**src/rtl/byte_switch.sv**
```systemverilog
// rtl/byte_switch.sv - registered byte gate with active flag and saturating enabled-cycle counter (option: BYTE_SWITCH_HOLD_EN)
module byte_switch #(
  parameter int                 WIDTH     = 8,
  parameter logic [WIDTH-1:0]   OFF_VALUE = '0,
  parameter int                 CNT_W     = 16
) (
  input  logic             clk,
  input  logic             rst_n,
  input  logic [WIDTH-1:0] in,
  input  logic             enable,
  output logic [WIDTH-1:0] out,
  output logic             out_active,
  output logic [CNT_W-1:0] en_cnt
);

  logic [WIDTH-1:0] r_out;
  logic             r_active;
  logic [CNT_W-1:0] r_en_cnt;

  logic [WIDTH-1:0] w_out_next;
  logic             w_cnt_full;
  logic [CNT_W-1:0] w_cnt_next;

  // Select what the data register loads: the input while enabled, otherwise the
  // gated value (or the current value when the hold option keeps it latched).
  always_comb begin
    w_out_next = r_out;
    if (enable) begin
      w_out_next = in;
    end else begin
`ifdef BYTE_SWITCH_HOLD_EN
      w_out_next = r_out;
`else
      w_out_next = OFF_VALUE;
`endif
    end
  end

  // Counter advances only on enabled cycles and sticks at all-ones.
  always_comb begin
    w_cnt_full = &r_en_cnt;
    w_cnt_next = r_en_cnt;
    if (enable && !w_cnt_full) begin
      w_cnt_next = r_en_cnt + {{(CNT_W-1){1'b0}}, 1'b1};
    end
  end

  // Data path register; reset forces the isolation value.
  always_ff @(posedge clk or negedge rst_n) begin
    if (!rst_n) begin
      r_out <= OFF_VALUE;
    end else begin
      r_out <= w_out_next;
    end
  end

  // Status flag mirrors the enable sampled on the last edge.
  always_ff @(posedge clk or negedge rst_n) begin
    if (!rst_n) begin
      r_active <= 1'b0;
    end else begin
      r_active <= enable;
    end
  end

  // Debug counter of enabled cycles, cleared only by reset.
  always_ff @(posedge clk or negedge rst_n) begin
    if (!rst_n) begin
      r_en_cnt <= '0;
    end else begin
      r_en_cnt <= w_cnt_next;
    end
  end

  assign out        = r_out;
  assign out_active = r_active;
  assign en_cnt     = r_en_cnt;

endmodule

```
**config.mk**
```make
export PLATFORM = sky130hd
export DESIGN_NAME = byte_switch
export DESIGN_NICKNAME = d
export VERILOG_FILES = /design/src/rtl/byte_switch.sv
export SDC_FILE = /design/constraint.sdc
export NUM_CORES = 1
export LEC_CHECK = 0
export CAP_MARGIN = 20
export CORE_MARGIN = 1
export CORE_UTILIZATION = 44
export DETAILED_ROUTE_END_ITERATION = 12
export PLACE_DENSITY = 0.8
export RECOVER_POWER = 25
export REMOVE_ABC_BUFFERS = 1
export SYNTH_ARGS = -nofsm -noshare
export SYNTH_HDL_FRONTEND = slang
export SYNTH_SLANG_ARGS = --single-unit
```
**constraint.sdc**
```tcl
create_clock -name clk -period 1.95 [get_ports clk]
set_input_delay 0.39 -clock clk [delete_from_list [all_inputs] [get_ports clk]]
set_output_delay 0.39 -clock clk [all_outputs]
set_load 0.05 [all_outputs]
```
After elaboration in Yosys (flattened, before gate mapping)
Cells that the tools add are included.
- add/subtract/negate cells: 1
- multiplexer cells: 1
- reductions and logical operators: 3
- operator list (cell ; number):
    16-bit by 1-bit adder with 16-bit output, second input constant ; 1
    16-bit AND reduction ; 1
    8-bit 2-to-1 mux ; 1
    1-bit logical AND ; 1
    1-bit zero test ; 1
- register bits after elaboration: 25
- bits of input ports: 11
- output and inout bits: 25
- logic and storage cells: 8

Longest topological paths before layout
Gate-level depths: netlist of run 1.
- depth in word-level cells: 3
- mapped depth: 5
- mapped depth without buffers: 5

Least setup slack after synthesis of run 1
Ideal clock, no wire load.
- kind: reg2reg
- start: register r_en_cnt[0], in the netlist en_cnt[0]
- end: register r_en_cnt[1], in the netlist en_cnt[1]
- library setup time: 125 ps
- data arrival time: 1917 ps
- required time: 1825 ps
- slack: -92 ps
- cell stages (with the launch flop): 5
- buffers on the path: 0
- period minus slack after synthesis: 2042 ps
- path through: dfrtp_1 -> ha_1 -> nand3_1 -> o41ai_4 -> mux2_4
- longest elaborated chain between the ends: 3
- elaborated cells on any way between the ends: 4
- those cells by class: 1 x add/sub; 3 x reduce/logical
- RTL lines (element ; line ; text):
    start: declaration ; 18 ; logic [CNT_W-1:0] r_en_cnt;
    start signal: assignment ; 71 ; r_en_cnt <= w_cnt_next;
    branches (longest 3 deep; another with 16-bit by 1-bit adder with 16-bit output) ; - ;
Several ways; the timed one is not identified.
A chain may end at the register's enable or synchronous reset.

Final worst setup path of run 1
- start: register r_out[2], in the netlist out[2]
- end: output out[2]
- RTL lines (element ; line ; text):
    start: declaration ; 16 ; logic [WIDTH-1:0] r_out;
    start signal: assignment ; 53 ; r_out <= w_out_next;
    end: declaration ; 11 ; output logic [WIDTH-1:0] out,
No word-level cell between the ends.

==> results.yml, run 1 <==
global_route:
  grt-ovfl-total: 0
  first_global_vias: 782
  antenna_found_initial: 0
  grt_pass1_wl_um: 3691
  grt_max_degree: 26
  gr-usage-all-layers: 0.1905
route:
  wl_per_cell_um: 13.69
  dr_total_vias: 797
  final_antenna_net_count: 0
  totalWireLength_um: 2122
  drc: 0
  drt_iter0_drc: 9
  routed_via_density: 5.142
  first_pass_iters: 6
finish:
  nets: 140
  syn_to_final_growth_pct: 34.74
  n_fill_cell: 178
  drive_gt1_frac: 0.1969
  num_antenna_cells: 0
  postLayoutCoreUtil: 0.6482
worst_setup_path:
  worstPathCellList: "clkdlybuf4s50_1"
  cp_slowest_cell: "clkdlybuf4s50_1"
  crit_family: "buffers and inverters"
  reg2reg_slack_ns: 0.12
  start_kind: "flip-flop"
  crit_arrival_ns: 1.46
  critPathBufInv: 1
  criticalPathCategory: "flip-flop to primary output"
  max_stage_delay_ns: 0.81
  cp-end-kind: "primary output"
  critPathMaxFanout: 1
  worst-endpoint-required_ns: 1.56
clocking:
  clock-sinks: 25
  clock_latency_ns: 0.30
  htreeDepth: 1
  clockRootBuffer: "clkbuf_4"
  cts_buffer_depth: 2
  ctsHoldBuffers: 0
  postCtsSetupBuffers: 0
  ctsResizeCount: 1
  numCtsBuffers: 3
  cts_tree: "built"
  path_clk_slew_ns: 0.12
power_and_ir_drop:
  combPwrFrac: 0.394
  p_int_mw: 0.8789
  p_switching_mw: 0.6338
  ir_drop_v: 0.0009953
  clkPwrFrac: 0.144
  p_sw_frac: 0.4190
  seq_power_share: 0.462
  p_per_area_nw_per_um2: 1025
  p_leak_nw: 0.7498
sta:
  finalHoldViolCount: 0
  worstMarginPinSlew_ns: 1.315
  clock_skew_ns: 0.005677
  slew_headroom: 0.1234
  max_freq_ghz: 0.5406
  final-setup-viol-count: 0
  rsz0062_at_grt: "no"
  slew_viol_final: 0
  timing.final.crit_share: 0.9487
  fin_ws_ns: 0.1001
  finalSetupTns_ns: 0
  layout_min_cycle_time_ns: 1.850
synthesis:
  synth_top_area_frac: 0.5714
  synthTopCellsByArea: "dfrtp_1 (57%), xor2_1 (9.6%), and2_1 (4.6%)"
  synthTopCellsByCount: "dfrtp_1 (25), xor2_1 (12), and2_1 (8), nand2_1 (6), nor2_1 (5)"
  yosysTopAreaCell: "dfrtp_1"
  synth_cells: 87
  ys_ff_latch: 25
  synth_area_um2: 1095
  synth_seq_area_share: 0.5714
  async_flop_share: 1.000
  synth.distinct_cells: 23
  yosys_warnings: 0
  yosysMostFrequentCell: "dfrtp_1"
  syn_avg_cell_area_um2: 12.58
  synth_ff_type: "dfrtp_1"
  synth-edff-count: 0
run:
  maxCapViolCount: 0
floorplanning:
  dieWidth_um: 51.88
  coreArea_um2: 2276
  io-pin-count: 36
  initial_utilization: 0.4810
  dieArea_um2: 2692
  rows: 17
  dieHeight_um: 51.88
hold_path:
  hp-class: "flip-flop to flip-flop"
place:
  dp_hpwl_um: 1607
  globalplace.congestion: 0.8160
  numPortBuffers: 35
  pre_cts_ws_ns: 0.1180
outcome:
  status: "completed"
[logic make-up after synthesis]
kind of cell / Yosys count / synth area share
buffers and inverters: 2 / 0.006851
adder cells (fa/ha/maj): 1 / 0.01143
XOR/XNOR: 14 / 0.1120
multiplexers: 2 / 0.02400
AO/OA/AOI/OAI: 2 / 0.03315
AND/OR/NAND/NOR: 41 / 0.2411
flip-flops: 25 / 0.5714
[per-stage QoR]
stage | hold slack, ns | total power, mW | area (um2) | cells
3_5_place_dp | 0.5117 | 1.310 | 1454 | 151
4_1_cts | 0.4215 | 1.535 | 1479 | 155
2_1_floorplan | 0.09441 | 1.096 | 1091 | 86
5_1_grt | 0.5531 | 1.594 | 1475 | 155
6_report | 0.5247 | 1.513 | 1475 | 155
3_3_place_gp | 0.5014 | 1.292 | 1454 | 151
[metal layers]
| metal | part of all wire | wire [um] | global-route usage |
|---|---|---|---|
| met3 | 0.031 | 66 | 0.02632 |
| met4 | 0.017 | 36 | 0.09459 |
| met1 | 0.44 | 931 | 0.2486 |
| met5 | 0 | 0 | 0 |
| met2 | 0.51 | 1087 | 0.3077 |
[registers in the layout, summed over array words and instances, names as in the netlist]
name and flops:
out 8, en_cnt 16, out_active 1
[layout by cell type (no fill, tap or decap), types with 2 or more instances in the layout]
cell and instances:
xor2_1 12, buf_4 16, nor4_1 2, and4_1 3
clkdlybuf4s50_1 19, xnor2_1 2, clkbuf_1 2, nand4_1 4
dfrtp_1 25, nor2_1 5, nand2_1 6, nand3_1 4
and2_1 8, clkbuf_4 3, nor3_1 4
[layout make-up]
cell class | instances | area, um2 | share of cell area
Sequential cell | 25 | 625.6 | 0.4241
Tap cell | 28 | 35.03 | 0.02375
Inverter | 1 | 3.754 | 0.002545
Multi-Input combinational cell | 60 | 461.7 | 0.3130
Timing Repair Buffer | 37 | 322.8 | 0.2188
Clock buffer | 4 | 26.28 | 0.01781
[power by group through the flow]
stage | logic (mW) | registers (mW) | clock network (mW)
floorplan | 0.133 | 0.963 | 0
global placement | 0.588 | 0.704 | 0
detailed placement | 0.599 | 0.711 | 0
CTS | 0.602 | 0.701 | 0.232
global route | 0.634 | 0.716 | 0.244
finish | 0.595 | 0.700 | 0.218
[final timing paths]
kind	startpoint	endpoint	cells after the start
max in group asynchronous	rst_n	en_cnt[15]	2
min in group asynchronous	rst_n	en_cnt[2]	2
hold reg to reg	en_cnt[15]	en_cnt[15]	1
hold / removal	en_cnt[15]	en_cnt[15]	1
setup reg to reg	en_cnt[0]	en_cnt[1]	4
setup / recovery	out[2]	out[2]	1
Power figures use the tool's default switching activity.
==> run 2, diff against run 1 <==
Settings changed: CORE_MARGIN 1 to 5.
==> results.yml, run 2 (synthesized netlist as in run 1, its figures left out) <==
route:
  final_antenna_net_count: 0
  dr_total_vias: 803
  routed_via_density: 5.115
  drc: 0
  totalWireLength_um: 2135
  drt_iter0_drc: 23
  first_pass_iters: 4
  wl_per_cell_um: 13.60
sta:
  max_freq_ghz: 0.5351
  finalSetupTns_ns: 0
  slew_viol_final: 0
  clock_skew_ns: 0.009451
  timing.final.crit_share: 0.9584
  slew_headroom: 0.1496
  worstMarginPinSlew_ns: 1.276
  final-setup-viol-count: 0
  finalHoldViolCount: 0
  rsz0062_at_grt: "no"
  layout_min_cycle_time_ns: 1.869
worst_setup_path:
  crit_family: "buffers and inverters"
  max_stage_delay_ns: 0.81
  critPathBufInv: 1
  critPathMaxFanout: 1
  cp-end-kind: "primary output"
  start_kind: "flip-flop"
  worst-endpoint-required_ns: 1.56
  crit_arrival_ns: 1.48
  cp_slowest_cell: "clkdlybuf4s50_1"
  worstPathCellList: "clkdlybuf4s50_1"
  criticalPathCategory: "flip-flop to primary output"
floorplanning:
  rows: 18
  dieHeight_um: 59.88
  io-pin-count: 36
  initial_utilization: 0.4501
  dieArea_um2: 3586
  dieWidth_um: 59.88
  coreArea_um2: 2432
global_route:
  busiest_layer: "met2"
  gr-usage-all-layers: 0.1401
  grt_pass1_wl_um: 3781
  grt.met2_usage: 0.2330
  grt_max_degree: 26
  grt-ovfl-total: 0
  antenna_found_initial: 0
  grt_use_met3: 0.01728
  use_met1: 0.1753
  first_global_vias: 829
finish:
  num_antenna_cells: 0
  nets: 140
  layout_commonest_cell: "dfrtp_1"
  drive_gt1_frac: 0.2126
  largest_reg_flops: 16
  syn_to_final_growth_pct: 35.20
  n_fill_cell: 211
  mostFrequentLayoutCells: "dfrtp_1 (25), clkdlybuf4s50_1 (19), buf_4 (17), xor2_1 (12), and2_1 (8)"
clocking:
  path_clk_slew_ns: 0.13
  cts_tree: "built"
  clockRootBuffer: "clkbuf_4"
  clock_latency_ns: 0.31
  ctsHoldBuffers: 0
  postCtsSetupBuffers: 0
  clock-sinks: 25
  htreeDepth: 1
  cts_buffer_depth: 2
  ctsResizeCount: 0
  numCtsBuffers: 3
place:
  globalplace.congestion: 0.8795
  numPortBuffers: 35
  dp_hpwl_um: 1694
hold_path:
  hp-class: "flip-flop to flip-flop"
power_and_ir_drop:
  p_per_area_nw_per_um2: 1026
  p_leak_nw: 0.7460
  total_power_mw: 1.518
  ir_drop_v: 0.001054
outcome:
  status: "completed"
run:
  maxCapViolCount: 0
==> run 2: cell type report <==
cell class | instances | area (um2) | area share
flip-flops and latches | 25 | 625.6 | 0.4227
multi-input cells | 60 | 461.7 | 0.3119
repair buffers | 37 | 321.6 | 0.2172
well taps | 30 | 37.54 | 0.02536
clock buffers | 3 | 22.52 | 0.01522
clock inverters | 1 | 7.507 | 0.005072
inverters | 1 | 3.754 | 0.002536
==> run 2: path summary, 6_finish.rpt <==
check,cells past startpoint,slack (ns),start,to
worst max-delay path,1,0.08,out[0],out[0]
worst min-delay path,1,0.53,en_cnt[15],en_cnt[15]
worst max register to register,4,0.14,en_cnt[0],en_cnt[1]
worst min register to register,1,0.53,en_cnt[15],en_cnt[15]
max in group asynchronous,2,0.40,rst_n,en_cnt[3]
min in group asynchronous,2,0.80,rst_n,out[1]
==> run 2: metrics by stage <==
| stage | util | setup slack, ns | instances | hold WS (ns) | instance area (um2) |
|---|---|---|---|---|---|
| floorplan | - | -0.09162 | 86 | 0.09441 | 1091 |
| finish | 0.6085 | 0.08104 | 157 | 0.5314 | 1480 |
| detailed placement | 0.5977 | 0.1292 | 153 | 0.5102 | 1454 |
| global placement | 0.5977 | 0.1888 | 153 | 0.5019 | 1454 |
| CTS | 0.6101 | 0.04079 | 157 | 0.4218 | 1484 |
| global route | 0.6085 | 0.01712 | 157 | 0.5562 | 1480 |
==> run 2: report_power, final <==
| group | leakage [nW] | switching (mW) | internal, mW |
|---|---|---|---|
| Combinational | 0.406 | 0.391 | 0.202 |
| Sequential | 0.326 | 0.105 | 0.596 |
| Clock | 0.0139 | 0.146 | 0.0781 |
| Total | 0.746 | 0.642 | 0.876 |
==> run 2: metal layers <==
layer	wire length, um	vias up
met1	921	389
met2	1066	22
met4	27	0
met3	120	2
li1	-	390
met5	0	-
